===== config.mk =====
export PLATFORM = sky130hd
export DESIGN_NAME = isp_stream_ctrl
export DESIGN_NICKNAME = d
export VERILOG_FILES = /design/src/rtl/isp_stream_ctrl.sv
export SDC_FILE = /design/constraint.sdc
export NUM_CORES = 1
export LEC_CHECK = 0
export CAP_MARGIN = 10
export CORE_MARGIN = 10
export CORE_UTILIZATION = 38
export DETAILED_ROUTE_END_ITERATION = 8
export PLACE_DENSITY_LB_ADDON = 0.12
export SYNTH_ARGS = -nofsm -noshare
export SYNTH_HDL_FRONTEND = slang
export SYNTH_SLANG_ARGS = --single-unit

===== constraint.sdc =====
create_clock -name isp_clk -period 4.9 [get_ports isp_clk]
set_input_delay 0.49 -clock isp_clk [delete_from_list [all_inputs] [get_ports isp_clk]]
set_output_delay 0.49 -clock isp_clk [all_outputs]
set_load 0.02 [all_outputs]

===== src/rtl/isp_stream_ctrl.sv =====
// ISP front-end stream controller: raster/Bayer tracking, sof/eol/eof tagging, frame-boundary
// mode shadowing, completed-frame counting and sticky abort flag. Two-stage registered output path.
module isp_stream_ctrl #(
   parameter int unsigned DW    = 16,
   parameter int unsigned PW    = 12,
   parameter int unsigned HW    = 12,
   parameter int unsigned VW    = 12,
   parameter int unsigned NMODE = 3,
   parameter int unsigned FCW   = 16
) (
   input  logic             isp_clk,
   input  logic             rst_n,
   input  logic [DW-1:0]    data_in_i,
   input  logic             data_en_i,
   input  logic             vs_in_i,
   input  logic [HW-1:0]    h_active_i,
   input  logic [VW-1:0]    v_active_i,
   input  logic [1:0]       bayer_start_i,
   input  logic [NMODE-1:0] mode_sel_i,
   input  logic             err_clr_i,
   output logic [PW-1:0]    pix_out_o,
   output logic [3:0]       bayer_tag_o,
   output logic             pix_valid_o,
   output logic             sof_o,
   output logic             eol_o,
   output logic             eof_o,
   output logic [NMODE-1:0] path_en_o,
   output logic [FCW-1:0]   frames_cnt_o,
   output logic             frame_err_o
);

   typedef enum logic [0:0] {StIdle, StActive} state_e;

   state_e          state_q;
   logic [HW-1:0]   h_q, h_act_q;
   logic [VW-1:0]   v_q, v_act_q;
   logic [1:0]      bstart_q;
   logic            frame_err_q;

   logic             s1_valid_q, s1_sof_q, s1_eol_q, s1_eof_q;
   logic [PW-1:0]    s1_pix_q;
   logic [3:0]       s1_tag_q;
   logic [NMODE-1:0] s1_mode_q;

   logic [NMODE-1:0] path_en_q;
   logic [FCW-1:0]   frames_q;
   logic [PW-1:0]    pix_q;
   logic [3:0]       tag_q;
   logic             valid_q, sof_q, eol_q, eof_q;

   logic [NMODE-1:0] mode_onehot;
   logic             restart, zero_geom, accept, abort, eol, eof;
   logic [HW-1:0]    h_cur, h_act;
   logic [VW-1:0]    v_cur, v_act;
   logic [1:0]       bstart, phase;

   // Highest set request bit wins.
   always_comb begin
      mode_onehot = '0;
      for (int i = 0; i < int'(NMODE); i++) begin
         if (mode_sel_i[i]) begin
            mode_onehot    = '0;
            mode_onehot[i] = 1'b1;
         end
      end
   end

   // A restart pixel is (0,0) of a new frame and sees the live geometry instead of the shadows.
   always_comb begin
      restart   = data_en_i && ((state_q == StIdle) || vs_in_i);
      abort     = vs_in_i && (state_q == StActive);
      h_act     = restart ? h_active_i : h_act_q;
      v_act     = restart ? v_active_i : v_act_q;
      bstart    = restart ? bayer_start_i : bstart_q;
      h_cur     = restart ? '0 : h_q;
      v_cur     = restart ? '0 : v_q;
      zero_geom = restart && ((h_active_i == '0) || (v_active_i == '0));
      accept    = data_en_i && !zero_geom;
      eol       = (h_cur == h_act - HW'(1));
      eof       = eol && (v_cur == v_act - VW'(1));
      phase     = bstart ^ {v_cur[0], h_cur[0]};
   end

   always_ff @(posedge isp_clk or negedge rst_n) begin
      if (!rst_n) begin
         state_q     <= StIdle;
         h_q         <= '0;
         v_q         <= '0;
         h_act_q     <= '0;
         v_act_q     <= '0;
         bstart_q    <= '0;
         frame_err_q <= 1'b0;
      end else begin
         if (abort) begin
            frame_err_q <= 1'b1;
         end else if (err_clr_i) begin
            frame_err_q <= 1'b0;
         end
         if (vs_in_i) begin
            state_q <= StIdle;
            h_q     <= '0;
            v_q     <= '0;
         end
         if (accept) begin
            if (restart) begin
               h_act_q  <= h_active_i;
               v_act_q  <= v_active_i;
               bstart_q <= bayer_start_i;
            end
            if (eof) begin
               state_q <= StIdle;
               h_q     <= '0;
               v_q     <= '0;
            end else if (eol) begin
               state_q <= StActive;
               h_q     <= '0;
               v_q     <= v_cur + VW'(1);
            end else begin
               state_q <= StActive;
               h_q     <= h_cur + HW'(1);
               v_q     <= v_cur;
            end
         end
      end
   end

   always_ff @(posedge isp_clk or negedge rst_n) begin
      if (!rst_n) begin
         s1_valid_q <= 1'b0;
         s1_sof_q   <= 1'b0;
         s1_eol_q   <= 1'b0;
         s1_eof_q   <= 1'b0;
         s1_pix_q   <= '0;
         s1_tag_q   <= '0;
         s1_mode_q  <= '0;
      end else begin
         s1_valid_q <= accept;
         s1_sof_q   <= accept && restart;
         s1_eol_q   <= accept && eol;
         s1_eof_q   <= accept && eof;
         s1_pix_q   <= accept ? data_in_i[DW-1 -: PW] : '0;
         s1_tag_q   <= accept ? (4'b0001 << phase) : 4'b0000;
         if (accept && restart) begin
            s1_mode_q <= mode_onehot;
         end
      end
   end

   always_ff @(posedge isp_clk or negedge rst_n) begin
      if (!rst_n) begin
         valid_q   <= 1'b0;
         sof_q     <= 1'b0;
         eol_q     <= 1'b0;
         eof_q     <= 1'b0;
         pix_q     <= '0;
         tag_q     <= '0;
         path_en_q <= '0;
         frames_q  <= '0;
      end else begin
         valid_q <= s1_valid_q;
         sof_q   <= s1_sof_q;
         eol_q   <= s1_eol_q;
         eof_q   <= s1_eof_q;
         pix_q   <= s1_pix_q;
         tag_q   <= s1_tag_q;
         if (s1_sof_q) begin
            path_en_q <= s1_mode_q;
         end
         if (s1_eof_q) begin
            frames_q <= frames_q + FCW'(1);
         end
      end
   end

   if (PW < DW) begin : g_lsb
      logic unused_lsb;
      assign unused_lsb = ^data_in_i[DW-PW-1:0];
   end

   assign pix_out_o    = pix_q;
   assign bayer_tag_o  = tag_q;
   assign pix_valid_o  = valid_q;
   assign sof_o        = sof_q;
   assign eol_o        = eol_q;
   assign eof_o        = eof_q;
   assign path_en_o    = path_en_q;
   assign frames_cnt_o = frames_q;
   assign frame_err_o  = frame_err_q;

endmodule

Word-level counts from Yosys, hierarchy flattened. Cells that the tools add are included.

Add/subtract/negate cells: 5. Equal/unequal tests: 2. Shift operators: 1. Mux-type cells: 22. Bitwise gates (word level): 2. Reductions and logical operators: 15.

Operator list (count): $mux W12 (12); $add A12 B1 Y12 const B (2); $eq A12 B12 Y1 (2); $logic_not A12 Y1 (2); $sub A12 B1 Y12 const B (2); $add A16 B1 Y16 const B (1); $logic_and A1 B1 Y1 (8); $mux W1 (6); $mux W2 (2); $mux W4 (1); $reduce_bool A2 Y1 (2); $shl A1 B2 Y4 const A (1); $mux W3 (1); $logic_or A1 B1 Y1 (2); $xor A2 B2 Y2 (1); $logic_not A1 Y1 (1); $not A1 Y1 (1).

Flip-flop bits (word level): 114. Bits of input ports: 50.

Logic depth before layout (Yosys ltp).
Depth after elaboration: 9. Mapped depth: 16.

Worst setup path before layout. Ideal clock, no wire load.

Path kind: input to register. Start: in vs_in_i. End: reg v_q[3]. Library setup time: 128 ps. Arrival: 4316 ps. Required time: 4772 ps. Path slack: 455 ps. Stages: 16. Cell sequence: nand2b_1 -> nand2_1 -> clkbuf_1 -> buf_1 -> clkbuf_1 -> mux2i_1 -> ha_1 -> xnor2_1 -> a2111o_1 -> a211o_1 -> a32o_1 -> or4_4 -> a211oi_4 -> a21oi_2 -> a31oi_1 -> o31ai_1.

Cells in the longest elaborated chain, start to end: 8. Elaborated cells on any way between the ends: 19. Classes of those cells: add/sub (3); eq/ne (2); mux (7); reduce/logical (7).

Ends and longest elaborated chain: start, declared (RTL line 15) `input logic vs_in_i,`; $logic_or A1 B1 Y1 (RTL line 70) `restart = data_en_i && ((state_q == StIdle) || vs_in_i);`; $logic_and A1 B1 Y1 (RTL line 70); $mux W12; $sub A12 B1 Y12 (on tied branches) (RTL line 79, 80); $eq A12 B12 Y1 (on tied branches) (RTL line 79, 80); $mux W12 / $logic_and A1 B1 Y1 (equally long branches) (RTL line 114, 80); $mux W12 (RTL line 110) `if (eof) begin`; $mux W12 (RTL line 104) `if (accept) begin`; end signal, assigned (RTL line 117) `v_q <= v_cur + VW'(1);`; end signal, assigned (RTL line 121) `v_q <= v_cur;`; end, declared (RTL line 36) `logic [VW-1:0] v_q, v_act_q;`.

Several ways; a longest one is shown, not always the timed one. A chain may end at the register's enable or synchronous reset.

Worst setup path after layout.
Start: in data_en_i. End: reg v_q[3].

Cells in the longest elaborated chain, start to end: 7. Elaborated cells on any way between the ends: 18. Classes of those cells: add/sub (3); eq/ne (2); mux (7); reduce/logical (6).

Ends and longest elaborated chain: start, declared (RTL line 14) `input logic data_en_i,`; $logic_and A1 B1 Y1 (RTL line 70); $mux W12; $sub A12 B1 Y12 (on tied branches) (RTL line 79, 80); $eq A12 B12 Y1 (on tied branches) (RTL line 79, 80); $mux W12 / $logic_and A1 B1 Y1 (equally long branches) (RTL line 114, 80); $mux W12 (RTL line 110); $mux W12 (RTL line 104).

Several ways; a longest one is shown, not always the timed one.

==> results.rst <==
.. list-table::
   :header-rows: 1

   * - Metric
     - Value
   * - DP Wirelength
     - between 10 and 15 mm
   * - Reg-to-reg setup timing slack
     - about 1.2 ns
   * - Number of standard cells after synthesis
     - 565
   * - Number of buffer cells added on primary ports
     - between 80 and 90
   * - Remaining global-route overflow
     - 0
   * - # nets final
     - slightly above 700
   * - Boundary Pins
     - 90
   * - Final setup skew
     - ~0.012 ns
   * - Mapped Nets
     - a little over 600
   * - Final WL
     - ~15 mm
   * - Area of the die
     - a little over 20000 µm²
   * - Die Y-Extent
     - 143 µm
   * - Effective utilization at floorplan
     - a little under two fifths
   * - Number of antenna violations at the first check in global routing
     - 0
   * - Number of clock buffers inserted by TritonCTS
     - 17
   * - CTS tree
     - yes
   * - Std-Cell Core Area
     - approximately 15000 µm²
   * - Yosys reg bits
     - roughly 110
   * - Highest Clock Rate
     - approximately 240 MHz
   * - Total routing resource utilization after global routing
     - 14.8%
   * - Area overhead of the layout relative to synthesis
     - 29.3%
   * - Required time of the critical path
     - just over 5 ns
   * - Quantity of hold-fixing buffers added after cts
     - 0
   * - Worst Max-Slew Pin Slew
     - 1.02 ns
   * - Remaining antenna violation count after routing
     - 0
   * - Sequential element share of the synthesized area
     - about half
   * - Vias after detailed routing
     - about 4700
   * - Crit Path Category
     - in2reg
   * - Routability congestion estimate
     - approximately 0.81
   * - Minimum clock period
     - 4.09 ns
   * - Number of enable-type register cells in the synthesized netlist
     - 0
   * - Final Worst Setup Slack
     - between 0.8 and 0.9 ns
   * - Share of synthesized flip-flops with an asynchronous set or reset
     - 100%
   * - TritonCTS sink count
     - 114
   * - Outcome
     - finished, final reports clean
   * - Number of detailed-route iterations in the first pass
     - 4
   * - DR DRC count
     - 0
   * - H-tree Lvls
     - 4
   * - Reg clk slew, reported paths
     - roughly 0.06 ns
   * - Final setup violating endpoints
     - 0
   * - # diodes
     - 0
   * - RSZ-0062 raised after global routing
     - false
   * - Ratio of routed vias to standard cells
     - 5.43
   * - Post-Route Hold Slack
     - between 0.2 and 0.25 ns
   * - Max Transition Viols Final
     - 0
   * - Synthesized area divided by synthesized cell count
     - slightly above 10 µm²
   * - Clk root buf
     - sky130_fd_sc_hd__clkbuf_16
   * - Pwr dens
     - 360 nW/µm²
   * - Arrival time worst endpoint
     - between 4 and 5 ns
   * - Final critical-path share of the clock period
     - roughly 83%
   * - RR Startpoint
     - state_q
   * - Number of distinct library cells after synthesis
     - 64
   * - Synth warnings
     - 0
   * - Critical path peak fanout
     - 11
   * - Routed length per placed instance
     - between 15 and 20 µm
   * - X dimension of the die
     - 143 µm
   * - Setup fix buffers added after clock tree synthesis
     - 0
   * - Max-Cap Viols
     - 0
   * - Critical Path Sink Type
     - flip-flop
   * - Worst relative slew slack
     - a little under a third
   * - Number of global-route vias before repair
     - about 4700
   * - Number of gates given a new drive strength after cts
     - 0
   * - Peak ir drop on the vdd network
     - between 0.3 and 0.4 mV
   * - Clock latency on the worst-skew pair
     - 0.42 ns
   * - DRC violation total after the first TritonRoute iteration
     - 226
   * - Post-synth top flop
     - sky130_fd_sc_hd__dfrtp_1
   * - LEAKAGE
     - 3.20 nW
   * - Critical register-to-register path endpoint
     - v_q[3]
   * - Final TNS setup
     - 0 ns
   * - Share of final-layout standard cells stronger than drive strength 1
     - 11.7%
   * - DP Worst Slack
     - between 0.4 and 0.5 ns
   * - Netlist area before placement
     - 5790 µm²
   * - Hold Crit Class
     - in2async
   * - Length in cells of the worst reg-to-reg path
     - 13
   * - Maximum number of buffers from clock root to sink
     - 2
   * - Pin count of the biggest net entering global routing
     - between 70 and 80
   * - Wire length of the first global-routing pass
     - between 20 and 25 mm
   * - Count of final hold-check violations
     - 0
   * - Worst Setup Start Kind
     - input pin
   * - Number of rows created at floorplan
     - 45
## critical path, stage by stage
cell,delay [ns]
sky130_fd_sc_hd__clkdlybuf4s50_1,0.74
sky130_fd_sc_hd__nand2_1,0.30
sky130_fd_sc_hd__mux2i_1,0.28
sky130_fd_sc_hd__ha_1,0.30
sky130_fd_sc_hd__xnor2_1,0.16
sky130_fd_sc_hd__a2111o_1,0.39
sky130_fd_sc_hd__a211o_1,0.28
sky130_fd_sc_hd__a32o_1,0.23
sky130_fd_sc_hd__or4_4,0.43
sky130_fd_sc_hd__a211oi_4,0.33
sky130_fd_sc_hd__a21oi_2,0.16
sky130_fd_sc_hd__a31oi_1,0.19
sky130_fd_sc_hd__o31ai_1,0.09
## state kept, by name, indices dropped and copies added (netlist names), 2 cells and up
name and flops:
bayer_tag_o 4, bstart_q 2, frames_cnt_o 16, h_act_q 12
h_q 12, path_en_o 3, pix_out_o 12, s1_mode_q 3
s1_pix_q 12, s1_tag_q 4, v_act_q 12, v_q 12
## worst max path at each step
stage / startpoint / to / slack [ns] / cells past startpoint
after CTS: data_en_i / h_q[3] / 0.86 / 13
final: data_en_i / v_q[3] / 0.81 / 13
after floorplan: vs_in_i / v_q[3] / 0.46 / 16
after detailed placement: data_en_i / v_q[3] / 0.43 / 13
after global routing: data_en_i / h_q[3] / 0.53 / 13
after global placement: data_en_i / h_q[3] / 0.46 / 13
## layout make-up
type | instances | area, µm²
fillers | 1380 | 7600
flip-flops and latches | 114 | 2850
multi-input cells | 420 | 2810
repair buffers | 98 | 946
clock buffers | 19 | 453
well taps | 188 | 235
clock inverters | 13 | 146
inverters | 11 | 41.3
## routing by layer
| metal | global-route usage [%] | vias up | share of wire, % |
|---|---|---|---|
| met1 | 20.2 | 2263 | 48 |
| li1 | - | 2244 | - |
| met5 | 0 | - | 0 |
| met3 | 4.36 | 19 | 6.6 |
| met4 | 5.43 | 0 | 1.3 |
| met2 | 21.8 | 164 | 44 |
## cells in the mapped netlist (12+ instances only)
cell type / count / share of area, %
sky130_fd_sc_hd__clkbuf_1: 12 / 0.78
sky130_fd_sc_hd__nand2_1: 53 / 3.4
sky130_fd_sc_hd__nand2b_1: 13 / 1.4
sky130_fd_sc_hd__xor2_1: 23 / 3.5
sky130_fd_sc_hd__mux2_2: 23 / 4.5
sky130_fd_sc_hd__nand3_1: 21 / 1.8
sky130_fd_sc_hd__a21oi_1: 22 / 1.9
sky130_fd_sc_hd__and2_1: 16 / 1.7
sky130_fd_sc_hd__nor3_1: 12 / 1.0
sky130_fd_sc_hd__nor2_1: 31 / 2.0
sky130_fd_sc_hd__dfrtp_1: 114 / 49
sky130_fd_sc_hd__nand4_1: 15 / 1.6
sky130_fd_sc_hd__o21ai_0: 32 / 2.8
sky130_fd_sc_hd__xnor2_1: 30 / 4.5
## per-stage QoR
step,power [W],cells,util [%],area (µm²)
CTS,0.00272,863,49.6,7490
floorplan,0.00129,565,-,5790
detailed placement,0.00146,831,45.6,6890
global placement,0.00145,831,45.6,6890
finish,0.00269,863,49.6,7490
global route,0.00281,863,49.6,7490
## logic make-up (layout without fill, tap and decap cells)
kind of cell	after synthesis	after routing	synth area share, %
and+or+nand+nor	213	213	19.4
AOI/OAI and AO/OA	118	118	14.0
DFF	114	114	49.3
xor gates and xnor gates	54	54	8.41
buffers and inverters	31	141	2.16
muxes	30	30	5.68
adders and majority gates	5	5	1.08
## where the power goes
group,internal (W),leakage (nW),switching (W)
combinational,0.000183,1.42,0.000201
clock,0.000783,0.292,0.000470
sequential,0.00100,1.49,0.0000542
## layout by cell type (no fill, tap or decap), types with 7 or more instances in the layout
| cell | count |
|---|---|
| sky130_fd_sc_hd__nand2b_1 | 13 |
| sky130_fd_sc_hd__nand2_1 | 53 |
| sky130_fd_sc_hd__clkbuf_16 | 17 |
| sky130_fd_sc_hd__nor3_1 | 12 |
| sky130_fd_sc_hd__buf_4 | 14 |
| sky130_fd_sc_hd__nand4_1 | 15 |
| sky130_fd_sc_hd__mux2i_1 | 7 |
| sky130_fd_sc_hd__or3_1 | 8 |
| sky130_fd_sc_hd__nor2_1 | 31 |
| sky130_fd_sc_hd__nor4_1 | 11 |
| sky130_fd_sc_hd__and2_1 | 16 |
| sky130_fd_sc_hd__xnor2_1 | 30 |
| sky130_fd_sc_hd__and3_1 | 8 |
| sky130_fd_sc_hd__dfrtp_1 | 114 |
| sky130_fd_sc_hd__xor2_1 | 23 |
| sky130_fd_sc_hd__o21ai_0 | 32 |
| sky130_fd_sc_hd__a21oi_1 | 22 |
| sky130_fd_sc_hd__mux2_2 | 23 |
| sky130_fd_sc_hd__nand3_1 | 21 |
| sky130_fd_sc_hd__clkdlybuf4s50_1 | 84 |
| sky130_fd_sc_hd__inv_1 | 11 |
Power figures use the tool's default switching activity.
